## config.mk

```make
export PLATFORM = sky130hd
export DESIGN_NAME = toy_ctrl
export DESIGN_NICKNAME = d
export VERILOG_FILES = /design/src/rtl/toy_pkg.sv /design/src/rtl/toy_decode.sv /design/src/rtl/toy_ctrl.sv
export SDC_FILE = /design/constraint.sdc
export NUM_CORES = 1
export LEC_CHECK = 0
export CELL_PAD_IN_SITES_DETAIL_PLACEMENT = 1
export CELL_PAD_IN_SITES_GLOBAL_PLACEMENT = 2
export CORE_MARGIN = 2
export CORE_UTILIZATION = 29
export DETAILED_ROUTE_END_ITERATION = 10
export PLACE_DENSITY_LB_ADDON = 0.1
export SYNTH_ARGS = -nofsm -noshare
export SYNTH_HDL_FRONTEND = slang
export SYNTH_SLANG_ARGS = --single-unit
```

## constraint.sdc

```tcl
create_clock -name clk -period 5.9 [get_ports clk]
set_input_delay 0.885 -clock clk [delete_from_list [all_inputs] [get_ports clk]]
set_output_delay 0.885 -clock clk [all_outputs]
set_load 0.02 [all_outputs]
```

## src/rtl/toy_pkg.sv

```systemverilog
// Shared definitions for the 16-bit toy CPU control unit.
// Holds the opcode map, the ALU operation codes, the controller state type,
// the instruction field bit positions and a small immediate helper.
package toy_pkg;

    // Instruction opcodes, ir[15:12]
    localparam logic [3:0] OP_ADD = 4'b0000;
    localparam logic [3:0] OP_SUB = 4'b0001;
    localparam logic [3:0] OP_SHL = 4'b0100;
    localparam logic [3:0] OP_XOR = 4'b0101;
    localparam logic [3:0] OP_OR  = 4'b0110;
    localparam logic [3:0] OP_AND = 4'b0111;
    localparam logic [3:0] OP_LD  = 4'b1000;
    localparam logic [3:0] OP_ST  = 4'b1001;
    localparam logic [3:0] OP_BZ  = 4'b1010;
    localparam logic [3:0] OP_BC  = 4'b1011;
    localparam logic [3:0] OP_JMP = 4'b1100;
    localparam logic [3:0] OP_HLT = 4'b1111;

    // ALU operation codes driven on alu_op
    localparam logic [2:0] ALU_ADD = 3'b000;
    localparam logic [2:0] ALU_SUB = 3'b001;
    localparam logic [2:0] ALU_SHL = 3'b100;
    localparam logic [2:0] ALU_XOR = 3'b101;
    localparam logic [2:0] ALU_OR  = 3'b110;
    localparam logic [2:0] ALU_AND = 3'b111;

    // Instruction field bit positions
    localparam int unsigned OP_MSB    = 15;
    localparam int unsigned OP_LSB    = 12;
    localparam int unsigned RD_MSB    = 11;
    localparam int unsigned RD_LSB    = 9;
    localparam int unsigned RS_MSB    = 8;
    localparam int unsigned RS_LSB    = 6;
    localparam int unsigned RT_MSB    = 5;
    localparam int unsigned RT_LSB    = 3;
    localparam int unsigned IMM9_MSB  = 8;
    localparam int unsigned IMM12_MSB = 11;

    typedef enum logic [2:0] {
        FETCH,
        DECODE,
        EXEC,
        MEM,
        WB,
        HALT
    } state_e;

    // Sign-extend a 9-bit branch offset to 16 bits
    function automatic logic [15:0] sext_imm9(input logic [8:0] imm);
        return {{7{imm[8]}}, imm};
    endfunction

endpackage

```

## src/rtl/toy_decode.sv

```systemverilog
// Combinational opcode decoder for the toy CPU controller.
// Ports:
//   op         in  4  instruction opcode, ir[15:12]
//   alu_op     out 3  ALU operation for ALU-class opcodes (ALU_ADD otherwise)
//   is_alu     out 1  ADD/SUB/SHL/XOR/OR/AND
//   is_ld      out 1  LD
//   is_st      out 1  ST
//   is_br      out 1  BZ or BC
//   is_jmp     out 1  JMP
//   is_hlt     out 1  HLT
//   is_illegal out 1  any unassigned opcode
module toy_decode
    import toy_pkg::*;
(
    input  logic [3:0] op,
    output logic [2:0] alu_op,
    output logic       is_alu,
    output logic       is_ld,
    output logic       is_st,
    output logic       is_br,
    output logic       is_jmp,
    output logic       is_hlt,
    output logic       is_illegal
);

    always_comb begin
        alu_op     = ALU_ADD;
        is_alu     = 1'b0;
        is_ld      = 1'b0;
        is_st      = 1'b0;
        is_br      = 1'b0;
        is_jmp     = 1'b0;
        is_hlt     = 1'b0;
        is_illegal = 1'b0;
        unique case (op)
            OP_ADD: begin is_alu = 1'b1; alu_op = ALU_ADD; end
            OP_SUB: begin is_alu = 1'b1; alu_op = ALU_SUB; end
            OP_SHL: begin is_alu = 1'b1; alu_op = ALU_SHL; end
            OP_XOR: begin is_alu = 1'b1; alu_op = ALU_XOR; end
            OP_OR:  begin is_alu = 1'b1; alu_op = ALU_OR;  end
            OP_AND: begin is_alu = 1'b1; alu_op = ALU_AND; end
            OP_LD:  is_ld  = 1'b1;
            OP_ST:  is_st  = 1'b1;
            OP_BZ,
            OP_BC:  is_br  = 1'b1;
            OP_JMP: is_jmp = 1'b1;
            OP_HLT: is_hlt = 1'b1;
            default: is_illegal = 1'b1;
        endcase
    end

endmodule

```

## src/rtl/toy_ctrl.sv

```systemverilog
// Multi-cycle control unit for the 16-bit toy CPU.
// Fetches over a req/ack memory port, decodes, and sequences the ALU,
// register file and load/store accesses. Holds PC, IR and the Z/C flags.
// Build option: define TOY_ILLEGAL_TRAP_EN to trap illegal opcodes into HALT
// with a sticky 'illegal' flag; otherwise illegal opcodes execute as NOPs.
// Ports:
//   clk, rst               clock, synchronous active-high reset
//   mem_req/we/addr        memory request, store select, address (held until ack)
//   mem_ack, mem_rdata     access complete, instruction or load data
//   rf_a_sel/rf_b_sel      register read selects (rs, rt)
//   rf_a_data              port A data, used as LD/ST address
//   rf_w_sel, rf_we        register write select (rd) and one-cycle strobe
//   wb_sel                 write-back source: 0 ALU, 1 load data
//   alu_op, alu_z, alu_c   ALU operation and its flag outputs
//   pc_out, halted         current PC, controller halted
//   illegal                illegal-opcode trap indication
module toy_ctrl
    import toy_pkg::*;
#(
    parameter logic [15:0] RESET_PC = 16'h0000,
    parameter int unsigned DATA_W   = 16
) (
    input  logic              clk,
    input  logic              rst,
    output logic              mem_req,
    output logic              mem_we,
    output logic [DATA_W-1:0] mem_addr,
    input  logic              mem_ack,
    input  logic [DATA_W-1:0] mem_rdata,
    output logic [2:0]        rf_a_sel,
    output logic [2:0]        rf_b_sel,
    input  logic [DATA_W-1:0] rf_a_data,
    output logic [2:0]        rf_w_sel,
    output logic              rf_we,
    output logic              wb_sel,
    output logic [2:0]        alu_op,
    input  logic              alu_z,
    input  logic              alu_c,
    output logic [DATA_W-1:0] pc_out,
    output logic              halted,
    output logic              illegal
);

    state_e            state_q, state_d;
    logic [DATA_W-1:0] pc_q, pc_d;
    logic [DATA_W-1:0] ir_q, ir_d;
    logic              z_q, z_d;
    logic              c_q, c_d;
    logic [2:0]        alu_op_q, alu_op_d;
`ifdef TOY_ILLEGAL_TRAP_EN
    logic              illegal_q, illegal_d;
`endif

    logic [2:0] dec_alu_op;
    logic       dec_is_alu, dec_is_ld, dec_is_st, dec_is_br;
    logic       dec_is_jmp, dec_is_hlt, dec_is_illegal;
    logic       br_taken;

    toy_decode u_decode (
        .op         (ir_q[OP_MSB:OP_LSB]),
        .alu_op     (dec_alu_op),
        .is_alu     (dec_is_alu),
        .is_ld      (dec_is_ld),
        .is_st      (dec_is_st),
        .is_br      (dec_is_br),
        .is_jmp     (dec_is_jmp),
        .is_hlt     (dec_is_hlt),
        .is_illegal (dec_is_illegal)
    );

    // BZ and BC differ only in which flag they test
    assign br_taken = (ir_q[OP_MSB:OP_LSB] == OP_BC) ? c_q : z_q;

    always_comb begin
        state_d  = state_q;
        pc_d     = pc_q;
        ir_d     = ir_q;
        z_d      = z_q;
        c_d      = c_q;
        alu_op_d = alu_op_q;
`ifdef TOY_ILLEGAL_TRAP_EN
        illegal_d = illegal_q;
`endif
        unique case (state_q)
            FETCH: begin
                if (mem_ack) begin
                    ir_d    = mem_rdata;
                    pc_d    = pc_q + DATA_W'(1);
                    state_d = DECODE;
                end
            end
            DECODE: begin
                if (dec_is_alu) begin
                    state_d = EXEC;
                end else if (dec_is_ld || dec_is_st) begin
                    state_d = MEM;
                end else if (dec_is_br) begin
                    // pc already points past the branch word
                    if (br_taken) begin
                        pc_d = pc_q + sext_imm9(ir_q[IMM9_MSB:0]);
                    end
                    state_d = FETCH;
                end else if (dec_is_jmp) begin
                    pc_d    = {pc_q[15:12], ir_q[IMM12_MSB:0]};
                    state_d = FETCH;
                end else if (dec_is_hlt) begin
                    state_d = HALT;
                end else if (dec_is_illegal) begin
`ifdef TOY_ILLEGAL_TRAP_EN
                    illegal_d = 1'b1;
                    state_d   = HALT;
`else
                    state_d   = FETCH;
`endif
                end
            end
            EXEC: begin
                alu_op_d = dec_alu_op;
                z_d      = alu_z;
                c_d      = alu_c;
                state_d  = WB;
            end
            MEM: begin
                if (mem_ack) begin
                    state_d = dec_is_ld ? WB : FETCH;
                end
            end
            WB:      state_d = FETCH;
            HALT:    state_d = HALT;
            default: state_d = FETCH;
        endcase
    end

    always_ff @(posedge clk) begin
        if (rst) begin
            state_q  <= FETCH;
            pc_q     <= RESET_PC;
            ir_q     <= '0;
            z_q      <= 1'b0;
            c_q      <= 1'b0;
            alu_op_q <= ALU_ADD;
`ifdef TOY_ILLEGAL_TRAP_EN
            illegal_q <= 1'b0;
`endif
        end else begin
            state_q  <= state_d;
            pc_q     <= pc_d;
            ir_q     <= ir_d;
            z_q      <= z_d;
            c_q      <= c_d;
            alu_op_q <= alu_op_d;
`ifdef TOY_ILLEGAL_TRAP_EN
            illegal_q <= illegal_d;
`endif
        end
    end

    // Outputs are forced to their reset values while rst is high so that an
    // in-flight access is dropped in the reset cycle itself.
    always_comb begin
        mem_req  = !rst && (state_q == FETCH || state_q == MEM);
        mem_we   = !rst && (state_q == MEM) && dec_is_st;
        mem_addr = rst ? RESET_PC : ((state_q == MEM) ? rf_a_data : pc_q);
        rf_a_sel = rst ? 3'd0 : ir_q[RS_MSB:RS_LSB];
        rf_b_sel = rst ? 3'd0 : ir_q[RT_MSB:RT_LSB];
        rf_w_sel = rst ? 3'd0 : ir_q[RD_MSB:RD_LSB];
        rf_we    = !rst && (state_q == WB);
        wb_sel   = !rst && (state_q == WB) && dec_is_ld;
        alu_op   = rst ? ALU_ADD : ((state_q == EXEC) ? dec_alu_op : alu_op_q);
        pc_out   = rst ? RESET_PC : pc_q;
        halted   = !rst && (state_q == HALT);
`ifdef TOY_ILLEGAL_TRAP_EN
        illegal  = !rst && illegal_q;
`else
        illegal  = 1'b0;
`endif
    end

endmodule

```

==> summary.md <==
| Metric | Value |
|---|---|
| Row count | `38` |
| Initial core utilization | `30.08%` |
| Max cap viols | `0` |
| Peak supply drop | `0.00008863 V` |
| Crit-path cells | `nand3b_1 -> nor2_1 -> and3_1 -> clkdlybuf4s50_1` |
| Clock-pin slew on the worst setup and hold paths | `60 ps` |
| Buffers & Inverters on Critical Path | `1` |
| Mapped cell area | `3289 um2` |
| Worst min-delay path category | `reg2reg` |
| Seq/Total Area, Yosys | `24.34%` |
| N_diodes | `0` |
| Skew final | `7.343 ps` |
| Cells after Synth | `443` |
| Ys flop type | `dfxtp_1` |
| DP HPWL | `9.109 mm` |
| Global route overflow | `0` |
| Final hold vios | `0` |
| Port bufs | `85` |
| Switching Share | `31.52%` |
| Rel. slew slack | `15.65%` |
| Post-synth top cells | `64 x nand2_1, 46 x a21oi_1, 40 x dfxtp_1` |
| Crit-path max FO | `18` |
| Achievable frequency | `219.0 MHz` |
| Post-synth EDFFs | `0` |
| Drt first pass iters | `6` |
| Io pins | `87` |
| Final ANT Viol Nets | `0` |
| CTS tree | `yes` |
| Vias in the first global route | `3,572` |
| WL final | `12.05 mm` |
| Int Pwr | `0.5317 mW` |
| CP max stage cell | `nor2_1` |
| CP required | `5020 ps` |
| Ranking of synthesized cells by area | `dfxtp_1 24%, nand2_1 7.3%, a21oi_1 7.0%` |
| Min Tclk post-route | `4565 ps` |
| Yosys top cell area share | `24.34%` |
| Die Y-Extent | `110.5 um` |
| CORE AREA | `10,940 um2` |
| Final std cells w/o fill | `651` |
| Max Buffers Root-to-Sink | `2` |
| Slew Viols, Final | `0` |
| FF+latch count, synth | `40` |
| Synthesized net count | `497` |
| Setup crit start kind | `flip-flop` |
| Total Power | `0.7765 mW` |
| PD cells | `178.1 nW/um2` |
| Status | `finished, final reports clean` |
| Gates resized, CTS repair | `0` |
| Cells after DPL | `643` |
| Crit end category | `primary output` |
| Sequential cell fraction of total power | `39.7%` |
| Leakage power | `1.495 nW` |
| Critical path's top delay family | `simple AND/OR/NAND/NOR gates` |
| YS warnings | `0` |
| Delay of the slowest critical-path stage | `1190 ps` |
| GRT Total Usage | `19.55%` |
| Drt drc | `0` |
| Period Utilization, post-route | `77.38%` |
| H-Tree Depth | `2` |
| Worst skew pair latency | `290 ps` |
| Logic pwr share | `23.4%` |
| Yosys top cell by area | `dfxtp_1` |
| Number of vias in the routed layout | `3,564` |
| Clock power frac | `36.8%` |
| Crit Path Class | `reg2out` |
| Die X | `110.5 um` |
| Hold buffers post-CTS | `0` |
| First-pass GRT wire length | `19.52 mm` |
| Crit path DAT | `3680 ps` |
| Fillers | `1,356` |
| Clk sinks | `40` |
| Area growth syn-to-layout | `32.52%` |
| Synth cell types | `65` |
| Setup TNS | `0 ps` |
| Average wire per standard cell | `18.50 um` |
| Worst Tran Pin Value | `1261 ps` |
| Largest net degree at the start of global routing | `60` |
| Syn Area/Cell | `7.425 um2` |
| Ys async rst share | `0%` |
| Postcts setup bufs | `0` |
| 1st-iter DRT viols | `157` |
| TritonCTS Buffers | `5` |
| Final GP Congestion | `0.7642` |
| RSZ-0062 raised after global routing | `false` |
| # nets final | `564` |
| P_sw | `0.2448 mW` |
| Area of the die | `12,210 um2` |
| Clock root cell | `clkbuf_16` |
| Count leader, synth | `nand2_1` |
| Final setup fails | `0` |
| Ratio of cells with drive above 1 in the final layout | `4.501%` |
| Initial antenna violation count | `0` |
| Post-DR vias/cell | `5.475` |
## sequential cells by signal (all words and copies together), names as in the netlist
signal,flops
pc_q,16
c_q,1
ir_q,16
alu_op_q,3
state_q,3
z_q,1
## worst paths after layout
check,end,depth (start not counted),start,slack [ps]
max,mem_we,4,state_q[1]$_SDFFE_PP0P_,1330
min,alu_op_q[0]$_DFF_P_,2,alu_op_q[0]$_DFF_P_,470
max reg2reg,pc_q[14]$_SDFFE_PP0P_,6,state_q[0]$_SDFFE_PP0P_,3110
min reg2reg,alu_op_q[0]$_DFF_P_,2,alu_op_q[0]$_DFF_P_,470
## cell families (layout without fill, tap and decap cells)
family                     Yosys count  after routing  synth area share (%)
adders and majority gates           17             17                 6.695
muxes                                8              8                 2.472
buffers and inverters               35            103                 4.602
DFF                                 40             40                 24.34
other                                1              1                0.1140
AOI/OAI and AO/OA                  142            142                 29.44
xor gates and xnor gates            11             11                 2.929
and+or+nand+nor                    189            189                 29.40
## layer usage
metal  track usage (%)  routed length, um  up-vias
met3             4.610                755        7
met4             3.167                 77        0
met5                 0                  0        -
li1                  -                  -     1767
met2             30.80               5245      113
met1             27.63               5968     1677
## per-stage QoR
| step | setup slack (ps) | hold slack, ps | utilization, % | instance area, um2 |
|---|---|---|---|---|
| final | 1335 | 473.9 | 39.86 | 4359 |
| after global routing | 959.0 | 504.2 | 39.86 | 4359 |
| after CTS | 1274 | 479.6 | 39.86 | 4359 |
| after detailed placement | 1606 | 466.0 | 38.49 | 4209 |
| after global placement | 1793 | 461.9 | 38.49 | 4209 |
| after floorplan | 2819 | 444.9 | - | 3289 |
## cell type report
cell class                 instances  area [um2]  area share, %
tap                              140       175.2          4.018
multi-input combinational        368        2342          53.73
clock buffer                       7       142.6          3.272
inverter                           8       30.03         0.6889
sequential                        40       800.8          18.37
timing repair buffer              87       860.8          19.75
clock inverter                     1       7.507         0.1722
## worst min-delay path: cells and delay by family, from the launching register on
family	cells	cell delay [ps]
compound gates	1	70
flops	1	300
simple gates	1	60
## power groups by stage
stage / Sequential [mW] / Clock (mW) / Combinational, mW
4_1_cts: 0.308 / 0.296 / 0.183
2_1_floorplan: 0.300 / 0 / 0.119
3_5_place_dp: 0.314 / 0 / 0.182
6_report: 0.308 / 0.286 / 0.182
3_3_place_gp: 0.313 / 0 / 0.180
5_1_grt: 0.311 / 0.309 / 0.201
## cells in the final DEF (no fill, tap or decap), types with 3 or more instances in the layout
cell,netlist,layout
a21o_1,3,3
a21oi_1,46,46
a221oi_1,8,8
a31oi_1,6,6
and3_1,3,3
clkbuf_16,0,5
clkdlybuf4s50_1,0,84
dfxtp_1,40,40
ha_1,16,16
inv_1,8,8
mux2i_1,7,7
nand2_1,64,64
nand2b_1,9,9
nand3_1,11,11
nand3b_1,4,4
nand4_1,4,4
nor2_1,33,33
nor2b_1,25,25
nor3_1,12,11
nor3b_1,3,3
nor4_1,4,4
o211ai_1,3,3
o21ai_0,19,19
o21ai_1,11,11
o22a_1,16,16
o22ai_1,3,3
o31ai_1,3,3
or3_1,3,3
xnor2_1,9,9
No activity file was read; power rests on OpenSTA's default activity.
